`src/rtl/billiard_pkg.sv`:
```
// Types and helpers shared by the billiard drawing/game-control blocks.
package billiard_pkg;

  localparam int NUM_HOLES = 6;

  // Hole number 1..NUM_HOLES, 0 means "no hole".
  typedef logic [2:0] hole_idx_t;

  typedef enum logic [1:0] {
    SCAN     = 2'd0,
    REPORT   = 2'd1,
    COOLDOWN = 2'd2
  } pocket_state_t;

  // Lowest-numbered qualifying hole wins; returns 0 when none qualifies.
  function automatic hole_idx_t first_qualifier(input logic [NUM_HOLES-1:0] ge);
    hole_idx_t w;
    w = 3'd0;
    for (int i = NUM_HOLES - 1; i >= 0; i--) begin
      w = ge[i] ? hole_idx_t'(i + 1) : w;
    end
    return w;
  endfunction

endpackage

```
`src/rtl/overlap_counter.sv`:
```
// Saturating per-frame ball/hole overlap counter with a registered threshold flag.
module overlap_counter #(
  parameter int CNT_W     = 10,
  parameter int THRESHOLD = 64
) (
  input  logic clk_i,
  input  logic rst_ni,
  input  logic clear_i,
  input  logic inc_i,
  output logic ge_threshold_o
);

  localparam logic [CNT_W-1:0] CNT_MAX = {CNT_W{1'b1}};
  localparam logic [CNT_W-1:0] CNT_ONE = {{(CNT_W-1){1'b0}}, 1'b1};
  localparam logic [CNT_W-1:0] THR     = CNT_W'(THRESHOLD);

  logic [CNT_W-1:0] cnt_q, cnt_d;
  logic             ge_q;

  // A clear starts a new frame, seeded with this pixel's overlap.
  always_comb begin
    cnt_d = cnt_q;
    if (clear_i) begin
      cnt_d = inc_i ? CNT_ONE : {CNT_W{1'b0}};
    end else if (inc_i && (cnt_q != CNT_MAX)) begin
      cnt_d = cnt_q + CNT_ONE;
    end else begin
      cnt_d = cnt_q;
    end
  end

  // Count and flag registers; the flag always tracks the stored count.
  always_ff @(posedge clk_i or negedge rst_ni) begin
    if (!rst_ni) begin
      cnt_q <= {CNT_W{1'b0}};
      ge_q  <= 1'b0;
    end else begin
      cnt_q <= cnt_d;
      ge_q  <= (cnt_d >= THR);
    end
  end

  assign ge_threshold_o = ge_q;

endmodule

```
`src/rtl/hole_pocket_detector.sv`:
```
// Decides which hole the ball dropped into from per-frame overlap counts and
// hands the hole number to game control with a valid/ack handshake.
module hole_pocket_detector
  import billiard_pkg::*;
#(
  parameter int OVERLAP_THRESHOLD = 64,
  parameter int CONFIRM_FRAMES    = 2,
  parameter int COOLDOWN_FRAMES   = 30,
  parameter int CNT_W             = 10
) (
  input  logic       clk,
  input  logic       resetN,
  input  logic       startOfFrame,
  input  logic       drawingRequestBall,
  input  logic [5:0] drawingRequestHoles,
  input  logic       pocketAck,
  output logic       pocketValid,
  output logic [2:0] holeNumber,
  output logic [1:0] state_dbg
);

  localparam int CONF_W = (CONFIRM_FRAMES < 1) ? 1 : $clog2(CONFIRM_FRAMES + 1);
  localparam int COOL_W = (COOLDOWN_FRAMES < 1) ? 1 : $clog2(COOLDOWN_FRAMES + 1);

  localparam logic [CONF_W-1:0] CONF_ONE   = {{(CONF_W-1){1'b0}}, 1'b1};
  localparam logic [CONF_W-1:0] CONF_LIMIT = CONF_W'(CONFIRM_FRAMES);
  localparam logic [COOL_W-1:0] COOL_ONE   = {{(COOL_W-1){1'b0}}, 1'b1};
  localparam logic [COOL_W-1:0] COOL_INIT  = COOL_W'(COOLDOWN_FRAMES);

  logic [NUM_HOLES-1:0] ge_s;
  hole_idx_t            winner_s;

  pocket_state_t        state_q, state_d;
  hole_idx_t            cand_q, cand_d;
  logic [CONF_W-1:0]    conf_q, conf_d;
  logic [COOL_W-1:0]    cool_q, cool_d;
  logic                 valid_q, valid_d;
  hole_idx_t            hole_q, hole_d;

  for (genvar g = 0; g < NUM_HOLES; g++) begin : g_cnt
    overlap_counter #(
      .CNT_W     (CNT_W),
      .THRESHOLD (OVERLAP_THRESHOLD)
    ) u_cnt (
      .clk_i          (clk),
      .rst_ni         (resetN),
      .clear_i        (startOfFrame),
      .inc_i          (drawingRequestBall & drawingRequestHoles[g]),
      .ge_threshold_o (ge_s[g])
    );
  end

  // ge_s reflects the frame that ends at this startOfFrame pulse.
  assign winner_s = first_qualifier(ge_s);

  // Pocket FSM: confirm over frames, report, then hold off for a cooldown.
  always_comb begin
    state_d = state_q;
    cand_d  = cand_q;
    conf_d  = conf_q;
    cool_d  = cool_q;
    valid_d = valid_q;
    hole_d  = hole_q;
    case (state_q)
      SCAN: begin
        if (startOfFrame) begin
          if (winner_s == 3'd0) begin
            cand_d = 3'd0;
            conf_d = {CONF_W{1'b0}};
          end else if (winner_s == cand_q) begin
            conf_d = conf_q + CONF_ONE;
          end else begin
            cand_d = winner_s;
            conf_d = CONF_ONE;
          end
          if ((winner_s != 3'd0) && (conf_d >= CONF_LIMIT)) begin
            state_d = REPORT;
            valid_d = 1'b1;
            hole_d  = cand_d;
          end else begin
            state_d = SCAN;
          end
        end else begin
          state_d = SCAN;
        end
      end
      REPORT: begin
        // Ack takes priority over a coincident frame start.
        if (pocketAck) begin
          state_d = COOLDOWN;
          valid_d = 1'b0;
          hole_d  = 3'd0;
          cool_d  = COOL_INIT;
        end else begin
          state_d = REPORT;
        end
      end
      COOLDOWN: begin
        if (startOfFrame) begin
          if (cool_q <= COOL_ONE) begin
            state_d = SCAN;
            cool_d  = {COOL_W{1'b0}};
            cand_d  = 3'd0;
            conf_d  = {CONF_W{1'b0}};
          end else begin
            cool_d  = cool_q - COOL_ONE;
          end
        end else begin
          state_d = COOLDOWN;
        end
      end
      default: begin
        state_d = SCAN;
        cand_d  = 3'd0;
        conf_d  = {CONF_W{1'b0}};
        cool_d  = {COOL_W{1'b0}};
        valid_d = 1'b0;
        hole_d  = 3'd0;
      end
    endcase
  end

  // FSM and output registers.
  always_ff @(posedge clk or negedge resetN) begin
    if (!resetN) begin
      state_q <= SCAN;
      cand_q  <= 3'd0;
      conf_q  <= {CONF_W{1'b0}};
      cool_q  <= {COOL_W{1'b0}};
      valid_q <= 1'b0;
      hole_q  <= 3'd0;
    end else begin
      state_q <= state_d;
      cand_q  <= cand_d;
      conf_q  <= conf_d;
      cool_q  <= cool_d;
      valid_q <= valid_d;
      hole_q  <= hole_d;
    end
  end

  assign pocketValid = valid_q;
  assign holeNumber  = hole_q;
  assign state_dbg   = state_q;

endmodule

```
`config.mk`:
```
export PLATFORM = sky130hd
export DESIGN_NAME = hole_pocket_detector
export DESIGN_NICKNAME = d
export VERILOG_FILES = /design/src/rtl/billiard_pkg.sv /design/src/rtl/overlap_counter.sv /design/src/rtl/hole_pocket_detector.sv
export SDC_FILE = /design/constraint.sdc
export NUM_CORES = 1
export LEC_CHECK = 0
export CAP_MARGIN = 20
export CELL_PAD_IN_SITES_DETAIL_PLACEMENT = 0
export CELL_PAD_IN_SITES_GLOBAL_PLACEMENT = 1
export CORE_ASPECT_RATIO = 1.25
export CORE_MARGIN = 2
export CORE_UTILIZATION = 25
export DETAILED_ROUTE_END_ITERATION = 10
export GPL_ROUTABILITY_DRIVEN = 0
export PLACE_DENSITY = 0.59
export SLEW_MARGIN = 15
export SYNTH_ARGS = -nofsm -noshare
export SYNTH_HDL_FRONTEND = slang
export SYNTH_SLANG_ARGS = --single-unit
export TNS_END_PERCENT = 50
```
`constraint.sdc`:
```
create_clock -name clk -period 2 [get_ports clk]
set_input_delay 0.2 -clock clk [delete_from_list [all_inputs] [get_ports clk]]
set_output_delay 0.2 -clock clk [all_outputs]
set_load 0.05 [all_outputs]
```
# Word-level counts from Yosys, hierarchy flattened
# Cells that the tools add are included.
[word_totals]
reg_bits = 82
latch_bits = 0
mem_bits_rw = 0
rom_bits = 0
in_bits = 11
elab_cells = 126
memories = 0
[classes]
n_addsub = 8
multipliers = 0
div = 0
magnitude_cmp = 8
n_eq_ne = 15
n_shift = 0
n_mux = 55
n_bitwise = 9
reduce_logical = 13
[op_table]
columns = ["op", "count"]
rows = [
  ["10-bit two-way mux", 12],
  ["10-bit by 1-bit adder with 10-bit output (second input constant)", 6],
  ["10-bit by 7-bit >= comparator with 1-bit output (second input constant)", 6],
  ["10-bit != test (second input constant)", 6],
  ["3-bit two-way mux", 14],
  ["2-bit two-way mux", 10],
  ["3-bit one-hot mux with 3 select lines", 2],
  ["5-bit two-way mux", 3],
  ["5-bit one-hot mux with 3 select lines", 1],
  ["2-bit one-hot mux with 3 select lines", 2],
  ["1-bit two-way mux", 10],
  ["2-bit != test (second input constant)", 5],
  ["4-bit AND reduction", 2],
  ["1-bit logical AND", 7],
  ["1-bit bitwise AND", 6],
  ["5-bit by 1-bit <= comparator with 1-bit output (second input constant)", 1],
  ["5-bit by 1-bit subtractor with 5-bit output (second input constant)", 1],
  ["3-bit == test", 1],
  ["3-bit logical NOT", 1],
  ["3-bit != test (second input constant)", 1],
  ["1-bit inverter", 3],
  ["1-bit one-hot mux with 3 select lines", 1],
  ["3-bit AND reduction", 1],
  ["3-bit nonzero test", 1],
  ["5 further kinds", 5],
]

# Longest topological paths before layout
# Gate-level depths: netlist (run 1).
[logic_depth]
word_depth = 16
depth_mapped = 8
depth_no_buf = 7

# By module
# A second synthesis (run 1) with hierarchy kept.
[unflattened]
hier_cells = 553
area_unflattened_um2 = 5165.0
[modules_own_cells]
columns = ["module", "instances", "cells_per_inst", "area_each_um2", "seq_area_each_um2"]
rows = [
  ["overlap_counter", 6, 72, 686.9, 275.3],
  ["hole_pocket_detector", 1, 121, 1043.5, 400.4],
]

# Least setup slack after synthesis (run 1)
# OpenSTA, ideal clock, no wires.
[synth_timing]
path_kind = "reg2reg"
startpoint = "register state_q[0] (netlist: state_dbg[0])"
endpoint = "register cool_q[3]"
setup_time_ps = 80
t_arrival_ps = 2056
required_ps = 1920
setup_slack_ps = -136
path_stages_with_launch = 8
cell_sequence = "dfrtp_1 inv_1 ha_1 buf_1 a221oi_2 o211ai_1 o21ai_0 o2bb2ai_1"
[synth_between]
elab_chain_len = 3
elab_cells_between_ends = 8
cone_classes = "4 x eq/ne; 1 x mux; 1 x bitwise; 2 x reduce/logical"
[synth_rtl]
columns = ["item", "line", "source"]
rows = [
  ["start: declaration", "hole_pocket_detector.sv:33", "pocket_state_t state_q, state_d;"],
  ["start signal: assignment", "hole_pocket_detector.sv:133", "state_q <= state_d;"],
  ["2-bit by 1-bit == test with 1-bit output, or another cell as far along", "hole_pocket_detector.sv:64", "case (state_q)"],
  ["2-bit != test (no source line) / 1-bit inverter (equally long branches)", "-", ""],
  ["3-bit AND reduction (no source line)", "-", ""],
  ["end signal: assignment", "hole_pocket_detector.sv:129", "cool_q <= {COOL_W{1'b0}};"],
  ["end signal: assignment", "hole_pocket_detector.sv:136", "cool_q <= cool_d;"],
  ["end: declaration", "hole_pocket_detector.sv:36", "logic [COOL_W-1:0] cool_q, cool_d;"],
]
# Several ways; a longest one is shown, not always the timed one.
# A chain may end at the register's enable or synchronous reset.

# Worst setup path after layout (run 1)
[layout_timing]
startpoint = "register g_cnt[1].u_cnt.cnt_q[0]"
endpoint = "register g_cnt[1].u_cnt.ge_q"
[layout_between]
elab_chain_len = 5
elab_cells_between_ends = 6
cone_classes = "1 x add/sub; 1 x order compare; 1 x eq/ne; 2 x mux; 1 x reduce/logical"
[layout_rtl]
columns = ["item", "line", "source"]
rows = [
  ["start: declaration", "overlap_counter.sv:17", "logic [CNT_W-1:0] cnt_q, cnt_d;"],
  ["start signal: assignment", "overlap_counter.sv:35", "cnt_q <= {CNT_W{1'b0}};"],
  ["start signal: assignment", "overlap_counter.sv:38", "cnt_q <= cnt_d;"],
  ["branches (longest 2 deep; another with 10-bit by 1-bit adder with 10-bit output)", "-", ""],
  ["10-bit two-way mux (*)", "overlap_counter.sv:25", "end else if (inc_i && (cnt_q != CNT_MAX)) begin"],
  ["10-bit two-way mux (*)", "overlap_counter.sv:23", "if (clear_i) begin"],
  ["net g_cnt[1].u_cnt.cnt_d[7]", "overlap_counter.sv:17", ""],
  ["10-bit by 7-bit >= comparator with 1-bit output (*)", "overlap_counter.sv:39", "ge_q <= (cnt_d >= THR);"],
  ["end signal: assignment", "overlap_counter.sv:39", ""],
  ["end: declaration", "overlap_counter.sv:18", "logic ge_q;"],
]
# Mark *: on every way through the listed nets, which the timed path passes.

==> metrics.txt, run 1 <==
clock sink count=82; average routed wire per standard cell=13.1 um; Total Neg Setup Slack=0 ns; total global-route track usage=11.2%; number of enable flip-flop cells after synthesis=0; port bufs=16; total clock buffers created by CTS=9; share of synthesized registers carrying an async set or reset=100%; remaining routing DRC violations=0; Syn Std Cell Area=4540 um2; floorplan die width=around 120 um; cell with the largest stage delay on the worst path=or4_1; nets=564; logic depth of the worst setup path including buffers=6; maximum fanout along the worst path=3; fraction of layout cells with a size suffix above 1=18.3%; total overflow reported by the global router=0; Core ar.=approximately 18000 um2; top achievable clock speed=0.519 GHz; worst slew pin tran=0.575 ns; post-route antenna net violation count=0; Worst Skew=0.00486 ns; Clock transition at path regs=approximately 0.060 ns; max_slew headroom=between 60 and 70%; starting density of the core=25.3%; setup violators final=0; leakage power total=~2.4 nW; Fin. Hold Viols=0; end point of the critical path=g_cnt[1].u_cnt.ge_threshold_o; antenna violations before repair=0; syn avg cell area=9.58 um2; internal reg-to-reg setup slack=0.07 ns; power per cell area=698 nW/um2; highest cell delay on the worst timing path=0.50 ns; final worst path period share=a little over nine tenths; number of different library cells in the post-synthesis netlist=61; beginning of the critical path=g_cnt[1].u_cnt.cnt_q[0]; cell count after synthesis=474; Tightest Hold Check Type=in -> async; Seq/Total Area, Yosys=~45%; area grow syn2layout=26.5%; worst path buffer plus inverter count=0; maximum number of pins on one net before global-route repair=68; synthesized net count=~500; type of element launching the critical path=flip-flop; RR Startpoint=g_cnt[1].u_cnt.cnt_q[0]; Critical Path RT=around 2.2 ns; clock latency on the worst-skew pair=roughly 0.35 ns; global-route wire length before repair=17.9 mm; vias in the first global route=3910; die height=approximately 150 um; Max clock buf depth=2; status=completed; worst setup path class=reg -> reg; final standard cell area without fillers=5740 um2; Starting DRT DRC Count=166; first-pass detailed-route iteration total=6; maximum level of the CTS H-tree=3; die area=between 15000 and 20000 um2; warnings from Yosys=0; worst-case setup slack after placement=-0.254 ns; placed cell count=756; FF-to-FF path depth=6; area post-placement=5330 um2; Filler Cells Inserted=1826; worst IR drop on VDD=390 uV; Crit. End Element=flip-flop; Worst Slack Setup Final=0.0725 ns; Vias per Instance=4.81; share of the core filled with cells=32.0%; area taken by multi-input logic gates=2410 um2; via count=3720; standard-cell row count=55; ant diodes=0; Synth Register Bits=82; TritonCTS clock tree=built; buffer cell driving the clock tree root=clkbuf_16; largest delay contributor family on the critical path=simple AND/OR/NAND/NOR gates; Max Slew Vio Count=0; IO Pins=17; WP data arrival=2.15 ns; sum of routed wire length over all layers=roughly 10 mm; worst-path cell chain=ha_1 > and4_1 > and3_1 > o31ai_2 > a21oi_1 > or4_1; endpoint of the most critical register-to-register path=g_cnt[1].u_cnt.ge_threshold_o; maxcap violations=0; RSZ-0062 raised after global routing=true; Detail Placement HPWL=between 7 and 8 mm; prevailing post-synth register cell=dfrtp_1; minimum clock period after layout=about 1.9 ns; total area of sequential cells=2050 um2; number of non-filler instances in the completed layout=774
## timing repair
item                                    in CTS  in global routing
endpoints found under the setup margin       3                 14
setup buffers                                0                  1
gates resized for setup                      2                  9
hold buffers                                 1                  0
pin swaps                                    2                  1
endpoints found under the hold margin       31                  0
## worst min-delay path by stage
stage,start,end,slack (ns),cells past startpoint
2_1_floorplan,resetN,cand_q[0],-0.1,0
3_3_place_gp,resetN,g_cnt[4].u_cnt.cnt_q[1],0.18,1
3_5_place_dp,resetN,g_cnt[4].u_cnt.cnt_q[1],0.19,1
4_1_cts,startOfFrame,state_dbg[0],0.34,4
5_1_grt,resetN,g_cnt[4].u_cnt.cnt_q[3],0.38,2
6_report,resetN,g_cnt[4].u_cnt.cnt_q[3],0.33,2
## cells in the mapped netlist (2+ instances only)
library cell / instances / area share, %
o21ai_0: 16 / 1.8
nor3b_1: 3 / 0.50
or3b_2: 2 / 0.39
or4_1: 4 / 0.66
and3_1: 5 / 0.69
nor2_1: 51 / 4.2
o211ai_1: 10 / 1.7
o32ai_1: 4 / 0.77
nand4_1: 18 / 2.5
nor2b_1: 4 / 0.55
nor3_1: 13 / 1.4
a31oi_1: 10 / 1.4
a21oi_1: 17 / 1.9
buf_1: 2 / 0.17
and4_1: 9 / 1.7
mux2i_1: 10 / 2.2
inv_1: 21 / 1.7
o41ai_1: 2 / 0.39
and2_1: 5 / 0.69
or3_1: 10 / 1.4
nor4_1: 3 / 0.41
dfrtp_1: 82 / 45
nand2b_1: 5 / 0.69
a211oi_1: 6 / 0.99
ha_1: 12 / 3.3
xor2_1: 16 / 3.1
nand3_1: 25 / 2.8
o211ai_2: 3 / 0.83
xnor2_1: 16 / 3.1
nand2_1: 42 / 3.5
a31o_2: 5 / 0.96
a2111oi_0: 2 / 0.39
o31ai_1: 4 / 0.66
clkbuf_1: 8 / 0.66
o2bb2ai_1: 3 / 0.58
## cells in the final DEF, fill, tap and decap left out, types with 6 or more instances in the layout
cell	n
and4_1	8
nor2_1	51
a211oi_1	6
a21oi_1	16
nand3_1	25
or3_1	10
xnor2_1	16
nand2_1	42
buf_4	49
mux2i_1	10
clkdlybuf4s50_1	14
o211ai_1	10
nor3_1	12
o21ai_0	16
nand4_1	18
ha_1	11
inv_1	21
a31oi_1	10
clkbuf_16	9
dfrtp_1	80
xor2_1	16
## per-layer routing
| metal | global-route usage, % | share of wire, % |
|---|---|---|
| met2 | 18.9 | 48 |
| met3 | 2.04 | 2.5 |
| met1 | 13.5 | 47 |
| met5 | 0 | 0 |
| met4 | 6.15 | 3.0 |
## metrics by stage
stage               hold WS (ns)  power (mW)
CTS                        0.336        4.08
detailed placement         0.190        2.07
finish                     0.327        4.01
global route               0.382        4.18
global placement           0.184        2.06
floorplan                -0.0956        1.91
## flip-flops by register name, indices dropped and copies added (netlist names)
register,cells
cool_q,5
g_cnt.u_cnt.ge_threshold_o,6
holeNumber,3
cand_q,3
conf_q,2
state_dbg,2
g_cnt.u_cnt.cnt_q,60
pocketValid,1
## kinds of logic (layout without fill, tap and decap cells)
kind of cell,Yosys count,after routing,share of synthesized area (%)
compound gates,96,96,15.9
xor+xnor,32,32,6.17
fa+ha+maj,12,12,3.31
buf+inv,33,105,2.81
flops,82,82,45.2
mux,10,10,2.21
simple gates,209,209,24.4
## area by class of cell
cell class | instances | area share, %
multi-input combinational | 359 | 41.9
sequential | 82 | 35.8
timing repair buffer | 67 | 9.80
tap | 228 | 4.97
clock buffer | 11 | 4.40
clock inverter | 5 | 1.74
inverter | 22 | 1.44
## power by group
group	internal [mW]	switching [mW]
combinational	0.127	0.186
clock	1.28	0.690
sequential	1.69	0.0273
total	3.11	0.903
No activity file was read; power rests on OpenSTA's default activity.
==> run 2, diff against run 1 <==
==> constraint.sdc (replaced) <==
create_clock -name clk -period 2 [get_ports clk]
set_input_delay 0.4 -clock clk [delete_from_list [all_inputs] [get_ports clk]]
set_output_delay 0.4 -clock clk [all_outputs]
set_load 0.05 [all_outputs]
==> metrics.txt, run 2 (same netlist as run 1, synthesis figures left out) <==
nets=565; max_slew headroom=62.9%; sum of routed wire length over all layers=10.4 mm; TritonCTS clock tree=built; minimum clock period after layout=2.01 ns; via count=3751; type of element launching the critical path=flip-flop; RSZ-0062 raised after global routing=true; remaining routing DRC violations=0; Clock transition at path regs=about 0.060 ns; share of the core filled with cells=32.4%; maximum fanout along the worst path=3; violations in the final reports=negative setup slack; standard-cell row count=55; Max clock buf depth=2; maxcap violations=0; clock latency on the worst-skew pair=0.35 ns; Core ar.=18000 um2; post-route antenna net violation count=0; most common cell after layout, fill and taps aside=dfrtp_1; highest-count cells in the layout ignoring fill and taps=dfrtp_1 (80), nor2_1 (51), buf_4 (50); largest delay contributor family on the critical path=simple AND/OR/NAND/NOR gates; Critical Path RT=2.22 ns; Fin. Hold Viols=0; setup violators final=1; global-route wire length before repair=17.9 mm; Worst Skew=0.00586 ns; top layer in use=met4; Crit. End Element=flip-flop; highest cell delay on the worst timing path=0.47 ns; buffer cell driving the clock tree root=clkbuf_16; area grow syn2layout=28.3%; Worst Slack Setup Final=-0.0116 ns; worst slew pin tran=0.556 ns; Vias per Instance=about 4.8; cell with the largest stage delay on the worst path=or4_1; antenna violations before repair=0; vias in the first global route=3846; number of flip-flops under the largest register name=60; IO Pins=17; die area=19300 um2; Detail Placement HPWL=7.37 mm; Power Total=between 4 and 5 mW; top achievable clock speed=a little under 0.5 GHz; Starting DRT DRC Count=181; clock sink count=between 80 and 90; Max Slew Vio Count=0; register containing the most flip-flops in the final layout=g_cnt.u_cnt.cnt_q; maximum number of pins on one net before global-route repair=68; Tightest Hold Check Type=reg -> reg; starting density of the core=25.3%; worst IR drop on VDD=402 uV; total clock buffers created by CTS=9; Met3 Routed Length=203 um; total global-route track usage=11.5%; fraction of layout cells with a size suffix above 1=between 10% and 20%; power per cell area=slightly above 700 nW/um2; total overflow reported by the global router=0; final worst path period share=101%; Filler Cells Inserted=1822; leakage power total=2.46 nW; worst-path cell chain=ha_2 > and2_4 > a2111oi_4 > xnor2_1 > nor2_1 > or4_1; worst setup path class=reg -> reg; floorplan die width=125 um; die height=155 um; port bufs=16; maximum level of the CTS H-tree=3; worst path buffer plus inverter count=0; first-pass detailed-route iteration total=4; status=complete, but fails checks; met1 wire length=4.92 mm; ant diodes=0; routed length on met2=5.07 mm; average routed wire per standard cell=~13 um; WP data arrival=~2.2 ns
[run 2: cell types whose count changed in the layout (fill, tap and decap cells not counted), moves of 2 or more]
cell and change:
clkbuf_8 -2, nor4_2 +2, clkdlybuf4s50_1 -2, nor4_1 -2, bufinv_16 +2
[run 2: where the power goes]
group / internal (mW) / switching [mW] / leakage, nW
Sequential: 1.69 / 0.0270 / 1.13
Combinational: 0.130 / 0.189 / 1.14
Clock: 1.47 / 0.707 / 0.190
Total: 3.30 / 0.923 / 2.46
[run 2: cell type report]
cell class,instances,area [um2],share of cell area (%)
clock inverter,7,164,2.81
sequential,82,2050,35.3
clock buffer,9,225,3.87
timing repair buffer,68,572,9.82
tap,228,285,4.90
multi-input combinational,359,2440,41.9
inverter,22,82.6,1.42
[run 2: worst register-to-register path, cell delays in order, from the launching register on]
cell and delay (ns):
dfrtp_1 0.39, ha_2 0.20, and2_4 0.17, a2111oi_4 0.43, xnor2_1 0.16, nor2_1 0.06, or4_1 0.47
[run 2: through the flow]
stage / TNS (ns) / area (um2) / worst slack (ns) / cells / hold slack, ns
after floorplan: 0 / 4540 / 0.00585 / 474 / 0.104
final: -0.0116 / 5830 / -0.0116 / 775 / 0.508
after detailed placement: -6.04 / 5340 / -0.592 / 757 / 0.378
after CTS: -0.0325 / 5750 / -0.0252 / 774 / 0.515
after global routing: -0.168 / 5830 / -0.104 / 775 / 0.544
after global placement: -4.43 / 5340 / -0.475 / 757 / 0.371
[run 2: worst paths after layout]
check	from	endpoint	slack [ns]	cells after the start
worst min-delay path	conf_q[1]	conf_q[1]	0.51	2
min in group asynchronous	resetN	g_cnt[4].u_cnt.cnt_q[1]	0.54	2
max in group asynchronous	resetN	g_cnt[5].u_cnt.cnt_q[0]	0.84	3
worst min register to register	conf_q[1]	conf_q[1]	0.51	2
worst max register to register	g_cnt[3].u_cnt.cnt_q[0]	g_cnt[3].u_cnt.ge_threshold_o	-0.01	6
worst max-delay path	g_cnt[3].u_cnt.cnt_q[0]	g_cnt[3].u_cnt.ge_threshold_o	-0.01	6
[run 2: repair_timing]
| item | CTS | global route |
|---|---|---|
| resized for setup | 4 | 14 |
| hold endpoints to repair | 1 | 0 |
| endpoints found under the setup margin | 4 | 15 |
| buffers inserted | 0 | 1 |
| hold buffers | 1 | 0 |
| pin swaps | 1 | 4 |
[run 2: metal layers]
metal / vias up / GRT usage [%]
met2: 37 / 19.6
met5: - / 0
met4: 0 / 6.26
li1: 1870 / -
met3: 15 / 2.08
met1: 1829 / 13.6
